[config.mk]
export PLATFORM = sky130hd
export DESIGN_NAME = ram_bank_flat
export DESIGN_NICKNAME = d
export VERILOG_FILES = /design/src/rtl/ram_bank_pkg.sv /design/src/rtl/ram_bank_if.sv /design/src/rtl/ram_bank_clear_seq.sv /design/src/rtl/ram_bank.sv /design/src/flat_wrapper.sv
export SDC_FILE = /design/constraint.sdc
export NUM_CORES = 2
export LEC_CHECK = 0
export CAP_MARGIN = 15
export CELL_PAD_IN_SITES_DETAIL_PLACEMENT = 0
export CELL_PAD_IN_SITES_GLOBAL_PLACEMENT = 1
export CORE_MARGIN = 2
export CORE_UTILIZATION = 60
export DETAILED_ROUTE_END_ITERATION = 8
export HOLD_SLACK_MARGIN = 0.08
export PLACE_DENSITY = 0.8
export SLEW_MARGIN = 20
export SYNTH_ARGS = -nofsm -noshare
export SYNTH_HDL_FRONTEND = slang
export SYNTH_SLANG_ARGS = --single-unit
export TNS_END_PERCENT = 30
[constraint.sdc]
create_clock -name clk -period 14 [get_ports clk]
set_input_delay 2.8 -clock clk [delete_from_list [all_inputs] [get_ports clk]]
set_output_delay 2.8 -clock clk [all_outputs]
set_load 0.005 [all_outputs]
[src/rtl/ram_bank_pkg.sv]
// ram_bank_pkg: shared types, default geometry and helpers for the RAM bank.
// Optional feature: RAM_BANK_BYPASS_EN selects write-first behaviour for
// same-cycle read and write in ram_bank. It is read-first when undefined.
package ram_bank_pkg;

  // Clear sequencer states: sweeping the array, or serving the host
  typedef enum logic {
    CLEAR = 1'b0,
    IDLE  = 1'b1
  } state_t;

  localparam int DEF_DATA_W = 16;
  localparam int DEF_ADDR_W = 8;
  localparam int DEF_DEPTH  = 256;

  // Number of byte lanes in a data word
  function automatic int be_width(input int data_w);
    return data_w / 8;
  endfunction

endpackage

[src/rtl/ram_bank_if.sv]
// ram_bank_if: host-side bus of the RAM bank (access, clear request, results).
interface ram_bank_if #(
  parameter int DATA_W = 16,
  parameter int ADDR_W = 8
) ();
  import ram_bank_pkg::*;

  localparam int BE_W = be_width(DATA_W);

  logic              init;
  logic              clr;
  logic [ADDR_W-1:0] mem_addr;
  logic [DATA_W-1:0] mem_dat_in;
  logic [BE_W-1:0]   mem_be;
  logic              wr;
  logic              rd;
  logic [DATA_W-1:0] mem_dat_out;
  logic              rd_valid;
  logic              busy;

  modport master (
    output init, clr, mem_addr, mem_dat_in, mem_be, wr, rd,
    input  mem_dat_out, rd_valid, busy
  );

  modport slave (
    input  init, clr, mem_addr, mem_dat_in, mem_be, wr, rd,
    output mem_dat_out, rd_valid, busy
  );

endinterface

[src/rtl/ram_bank_clear_seq.sv]
// ram_bank_clear_seq: clear FSM and sweep counter. After reset or a clr
// pulse it walks addresses 0..DEPTH-1, one word per cycle, then goes idle.
module ram_bank_clear_seq
  import ram_bank_pkg::*;
#(
  parameter int ADDR_W = 8,
  parameter int DEPTH  = 256
) (
  input  logic              clk,
  input  logic              rst,
  input  logic              clr,
  output logic              busy,
  output logic              clr_we,
  output logic [ADDR_W-1:0] clr_addr
);

  localparam logic [ADDR_W-1:0] LAST_ADDR = ADDR_W'(DEPTH - 1);

  state_t            state, state_next;
  logic [ADDR_W-1:0] count, count_next;

  // State and sweep counter registers; reset always restarts the sweep at 0
  always_ff @(posedge clk) begin
    if (rst) begin
      state <= CLEAR;
      count <= '0;
    end else begin
      state <= state_next;
      count <= count_next;
    end
  end

  // Next state, counter advance and the clear write port
  always_comb begin
    state_next = state;
    count_next = count;
    busy       = 1'b0;
    clr_we     = 1'b0;
    clr_addr   = count;
    case (state)
      CLEAR: begin
        busy   = 1'b1;
        clr_we = 1'b1;
        if (clr) begin
          count_next = '0;
        end else if (count == LAST_ADDR) begin
          count_next = '0;
          state_next = IDLE;
        end else begin
          count_next = count + 1'b1;
        end
      end
      IDLE: begin
        if (clr) begin
          count_next = '0;
          state_next = CLEAR;
        end
      end
      default: begin
        state_next = CLEAR;
        count_next = '0;
      end
    endcase
  end

endmodule

[src/rtl/ram_bank.sv]
// ram_bank: parametrised single-port synchronous RAM with byte enables,
// registered reads with a valid strobe and a hardware clear sweep.
// Macro RAM_BANK_BYPASS_EN: same-address read and write returns the newly
// written bytes (write-first); without it the old word is returned.
module ram_bank
  import ram_bank_pkg::*;
#(
  parameter int                       DATA_W    = DEF_DATA_W,
  parameter int                       ADDR_W    = DEF_ADDR_W,
  parameter int                       DEPTH     = DEF_DEPTH,
  parameter logic [DATA_W-1:0]        CLEAR_VAL = '0
) (
  input  logic     clk,
  input  logic     rst,
  ram_bank_if.slave bus
);

  localparam int BE_W = be_width(DATA_W);
  localparam logic [ADDR_W:0] DEPTH_EXT = (ADDR_W + 1)'(DEPTH);

  logic [DATA_W-1:0] mem [DEPTH];

  logic              busy;
  logic              clr_we;
  logic [ADDR_W-1:0] clr_addr;
  logic              in_range;
  logic              host_wr;
  logic              host_rd;
  logic [DATA_W-1:0] read_word;

  ram_bank_clear_seq #(
    .ADDR_W (ADDR_W),
    .DEPTH  (DEPTH)
  ) u_clear_seq (
    .clk      (clk),
    .rst      (rst),
    .clr      (bus.clr),
    .busy     (busy),
    .clr_we   (clr_we),
    .clr_addr (clr_addr)
  );

  assign bus.busy = busy;

  // Host access qualification; the host is locked out while clearing or in reset
  always_comb begin
    in_range = ({1'b0, bus.mem_addr} < DEPTH_EXT);
    host_wr  = ~rst & ~busy & bus.init & bus.wr & in_range;
    host_rd  = ~rst & ~busy & bus.init & bus.rd;
  end

  // Word presented to the read register, with optional same-cycle write merge
  always_comb begin
    read_word = '0;
    if (in_range) begin
      read_word = mem[bus.mem_addr];
`ifdef RAM_BANK_BYPASS_EN
      if (host_wr) begin
        for (int i = 0; i < BE_W; i++) begin
          if (bus.mem_be[i]) read_word[8*i +: 8] = bus.mem_dat_in[8*i +: 8];
        end
      end
`endif
    end
  end

  // Array write: clear sweep has priority, host writes update enabled bytes only
  always_ff @(posedge clk) begin
    if (clr_we) begin
      mem[clr_addr] <= CLEAR_VAL;
    end else if (host_wr) begin
      for (int i = 0; i < BE_W; i++) begin
        if (bus.mem_be[i]) mem[bus.mem_addr][8*i +: 8] <= bus.mem_dat_in[8*i +: 8];
      end
    end
  end

  // Read register and valid strobe; data holds when no read is accepted
  always_ff @(posedge clk) begin
    if (rst) begin
      bus.mem_dat_out <= '0;
      bus.rd_valid    <= 1'b0;
    end else if (host_rd) begin
      bus.mem_dat_out <= read_word;
      bus.rd_valid    <= 1'b1;
    end else begin
      bus.rd_valid    <= 1'b0;
    end
  end

endmodule

[src/flat_wrapper.sv]
// flat-port wrapper written by rule: the top's interface ports become plain ports
module ram_bank_flat import ram_bank_pkg::*;
#(
  parameter int                       DATA_W    = DEF_DATA_W,
  parameter int                       ADDR_W    = DEF_ADDR_W,
  parameter int                       DEPTH     = DEF_DEPTH,
  parameter logic [DATA_W-1:0]        CLEAR_VAL = '0
)
  (clk, rst, bus_init, bus_clr, bus_mem_addr, bus_mem_dat_in, bus_mem_be, bus_wr, bus_rd, bus_mem_dat_out, bus_rd_valid, bus_busy);
  ram_bank_if #(.DATA_W(DATA_W), .ADDR_W(ADDR_W)) bus_i ();
  input  logic clk;
  input  logic rst;
  input wire logic [$bits(bus_i.init)-1:0] bus_init;
  input wire logic [$bits(bus_i.clr)-1:0] bus_clr;
  input wire logic [$bits(bus_i.mem_addr)-1:0] bus_mem_addr;
  input wire logic [$bits(bus_i.mem_dat_in)-1:0] bus_mem_dat_in;
  input wire logic [$bits(bus_i.mem_be)-1:0] bus_mem_be;
  input wire logic [$bits(bus_i.wr)-1:0] bus_wr;
  input wire logic [$bits(bus_i.rd)-1:0] bus_rd;
  output wire logic [$bits(bus_i.mem_dat_out)-1:0] bus_mem_dat_out;
  output wire logic [$bits(bus_i.rd_valid)-1:0] bus_rd_valid;
  output wire logic [$bits(bus_i.busy)-1:0] bus_busy;
  assign bus_i.init = bus_init;
  assign bus_i.clr = bus_clr;
  assign bus_i.mem_addr = bus_mem_addr;
  assign bus_i.mem_dat_in = bus_mem_dat_in;
  assign bus_i.mem_be = bus_mem_be;
  assign bus_i.wr = bus_wr;
  assign bus_i.rd = bus_rd;
  assign bus_mem_dat_out = bus_i.mem_dat_out;
  assign bus_rd_valid = bus_i.rd_valid;
  assign bus_busy = bus_i.busy;
  ram_bank #(.DATA_W(DATA_W), .ADDR_W(ADDR_W), .DEPTH(DEPTH), .CLEAR_VAL(CLEAR_VAL)) u_core (.clk(clk), .rst(rst), .bus(bus_i));
endmodule
==> out/qor_table.md <==
| Item | This run | Unit |
|---|---|---|
| I/O Pins | 50 | - |
| Most frequent CP cell | buf_4 | - |
| Count of endpoints failing setup in the final report | 0 | - |
| GRT Overall Usage | 32.67 | % |
| Pre-antenna DRT Iters | 6 | - |
| Biggest cell delay along the critical path | 0.75 | ns |
| Busiest metal layer after global routing | met2 | - |
| Std-Cell Core Area | 0.2656 | mm^2 |
| Post-CTS Repair Setup Buffers | 0 | - |
| CTS sink cnt | 4122 | - |
| Synthesis Warnings | 0 | - |
| Worst clock skew | 0.05357 | ns |
| Clock latency at the later pin of the worst-skew pair | 0.92 | ns |
| Met2 Resource Use GR | 48.68 | % |
| Top achievable clock speed | 144.5 | MHz |
| Routed via count | 84060 | - |
| Setup repair after global routing missed its margin | no | - |
| Final routed wire length divided by cell count | 37.30 | um |
| Die outline area | 0.2716 | mm^2 |
| Post-Layout Inst Area | 0.1779 | mm^2 |
| Fin util | 67.00 | % |
| Total number of H-tree levels | 5 | - |
| Flip-flop and latch count after synthesis | 4122 | - |
| Die boundary height | 521.2 | um |
| Result of the run | completed | - |
| Crit path launch type | primary input | - |
| Number of buffers on the longest clock path | 4 | - |
| Number of global-route vias before repair | 81320 | - |
| Worst-Margin Slew | 1.218 | ns |
| Antenna Violating Nets Remaining | 0 | - |
| Crit path kind | primary input to register | - |
| TritonCTS Buffers | 396 | - |
| Post-detailed-route via-to-cell ratio | 7.057 | - |
| Worst-path cell with the longest stage delay | buf_4 | - |
| Number of antenna violations at the first check in global routing | 33 | - |
| PD cells | 140.1 | mW/mm^2 |
| Most numerous cell types in the synthesized netlist | edfxtp_1, mux4_2, nor2_1, mux2i_1, clkbuf_1 | - |
| Synthesis-to-finish area growth | 10.87 | % |
| Area of the mapped netlist | 0.1605 | mm^2 |
| Layout cell share with drive strength beyond 1 | 20.36 | % |
| Gr ovfl total | 0 | - |
| Final nets | 8072 | - |
| Initial Util | 60.43 | % |
| Async set-or-reset flop fraction in the synthesized netlist | 0 | % |
| Top cell type's share of synthesized area | 76.64 | % |
| Leakage | 47.77 | nW |
| Critical path required time | 14.76 | ns |
| Clock Tree Root | clkbuf_16 | - |
| Count of cells resized by post-cts repair | 0 | - |
| Number of cell rows | 189 | - |
| Buffers and inverters on the worst path | 5 | - |
| Distinct cells, synth | 73 | - |
| Largest area contributor in the netlist | edfxtp_1 | - |
| Cells along the critical path | buf_8, buf_4, buf_4, buf_4, buf_4, mux4_2, o22ai_1, nor3_1, nor3_1, nand4b_1, nand3_1 | - |
| Data arrival time of the critical path | 7.68 | ns |
| Headroom to the max-slew limit | 18.80 | % |
| CTS tree | built | - |
| DRT Wirelength | 444300 | um |
| Max capacitance violation total | 0 | - |
| Placement-stage cell area | 0.1648 | mm^2 |
| Worst VDD drop | 0.1049 | mV |
| RD Place Congestion | 0.8917 | - |
| Cells after Synth | 7874 | - |
| Half-perimeter wire length after detailed placement | 262200 | um |
| Final hold vios | 0 | - |
| Top-count cell post-synth | edfxtp_1 | - |
| Count of flip-flops with a built-in enable after synthesis | 4096 | - |
| Fraction of met3 tracks used by global routing | 8.935 | % |
| Endpoint class of the critical path | register | - |
| Total negative slack | 0 | ns |
| Synthesized netlist net count | 7907 | - |
| Drt first-iter violations | 13530 | - |
| Post-route fraction of the period consumed by the critical path | 49.44 | % |
| Die span in x | 521.2 | um |
| Buffers on Ports | 49 | - |
| Gate family responsible for the most delay along the worst path | buffers and inverters | - |
| Final period demand of the worst path | 6.922 | ns |
| Sequential share of the synthesized area | 76.96 | % |
| Wire length of the first global-routing pass | 621400 | um |
| GR Layer Usage met1 | 46.42 | % |
| Classification of the worst-slack hold path | register to register | - |
| Total DRC errors in the routed layout | 0 | - |
| Hold_buf cts | 0 | - |
| Biggest area contributors in the synthesized netlist | edfxtp_1, mux4_2, mux2i_1, nor2_1, o221ai_1 | - |
| Post-synth top flop | edfxtp_1 | - |
| Avg Synthesized Cell Area | 20.38 | um^2 |
| Final Max Slew Viols | 0 | - |
| CP max FO | 46 | - |
| Pin count of the biggest net entering global routing | 201 | - |
| Clock transition time at the flip-flop clock pins of the worst setup and hold paths | 0.06 | ns |
## layout by cell type, fill, tap and decap left out, types with 8 or more instances in the layout
cell type / count
a31oi_1: 27
nand4_1: 15
nand3b_1: 14
a211o_1: 8
mux2i_1: 561
clkinv_1: 79
bufinv_16: 52
o221ai_1: 161
clkdlybuf4s50_1: 42
clkinv_4: 9
edfxtp_1: 4096
and2_4: 16
o21ai_0: 79
buf_12: 16
a21oi_1: 158
nand3_2: 16
buf_4: 174
dfxtp_1: 26
a22oi_1: 87
o31ai_1: 10
clkbuf_1: 66
diode_2: 21
nor3_1: 62
o22ai_1: 128
clkinv_2: 73
a2111oi_0: 13
mux2_2: 26
clkbuf_16: 400
a221oi_1: 14
o211ai_1: 22
nand3_1: 55
nor2_2: 9
a211oi_1: 20
inv_6: 8
nor2_1: 611
or3_1: 15
nand2_1: 163
nor4_1: 11
mux4_2: 814
clkinvlp_4: 15
## path summary, 6_finish.rpt
path                                                       end  depth (start not counted)  slack [ns]                            from
worst max-delay path                u_core.bus.mem_dat_out[13]                         11        7.08                 bus_mem_addr[1]
worst max register to register              u_core.mem[253][7]                          7        8.45        u_core.u_clear_seq.state
worst min register to register  u_core.u_clear_seq.clr_addr[3]                          2        0.59  u_core.u_clear_seq.clr_addr[3]
worst min-delay path            u_core.u_clear_seq.clr_addr[3]                          2        0.59  u_core.u_clear_seq.clr_addr[3]
## through the flow
stage | hold slack (ns) | power (mW) | std cells | setup slack, ns
finish | 0.5928 | 24.94 | 11910 | 7.078
global route | 0.6339 | 25.45 | 11890 | 6.964
CTS | 0.5736 | 24.97 | 11890 | 7.079
detailed placement | 0.5628 | 14.38 | 11170 | 6.122
global placement | 0.5527 | 14.38 | 11170 | 6.122
floorplan | 0.4754 | 14.10 | 7874 | 6.230
## flip-flops by register name, indices dropped and copies added, names as in the netlist
register / count
u_core.bus.mem_dat_out: 16
u_core.bus.rd_valid: 1
u_core.mem: 4096
u_core.u_clear_seq.clr_addr: 8
u_core.u_clear_seq.state: 1
## final cells by class
cell class	count	area [um^2]
Clock buffer	470	10310
Tap cell	3533	4420
Sequential cell	4122	123500
Inverter	9	46.29
Antenna cell	21	52.55
Clock inverter	247	2683
Multi-Input combinational cell	3263	34640
Timing Repair Buffer	247	2256
Fill cell	16570	87630
## cell families after synthesis
group / share of synthesized area (%)
compound gates: 3.451
fa+ha+maj: 0.007795
buf+inv: 1.631
mux: 15.10
xor+xnor: 0.01637
flops: 76.96
simple gates: 2.826
## routing by layer
metal	vias to the layer above	routed length (um)
li1	33060	-
met1	43960	160600
met2	6113	204900
met3	916	58730
met4	18	19980
met5	-	128
## tightest hold or removal path: stages, from the launching register on
cell and delay (ns):
dfxtp_1 0.40, nand2_1 0.09, a21oi_1 0.06
## power breakdown
group | leakage [nW] | internal, mW | switching (mW)
clock | 6.35 | 6.23 | 4.58
sequential | 29.9 | 13.4 | 0.00246
combinational | 11.5 | 0.249 | 0.523
Note: power is estimated with default switching activity, not from simulation.
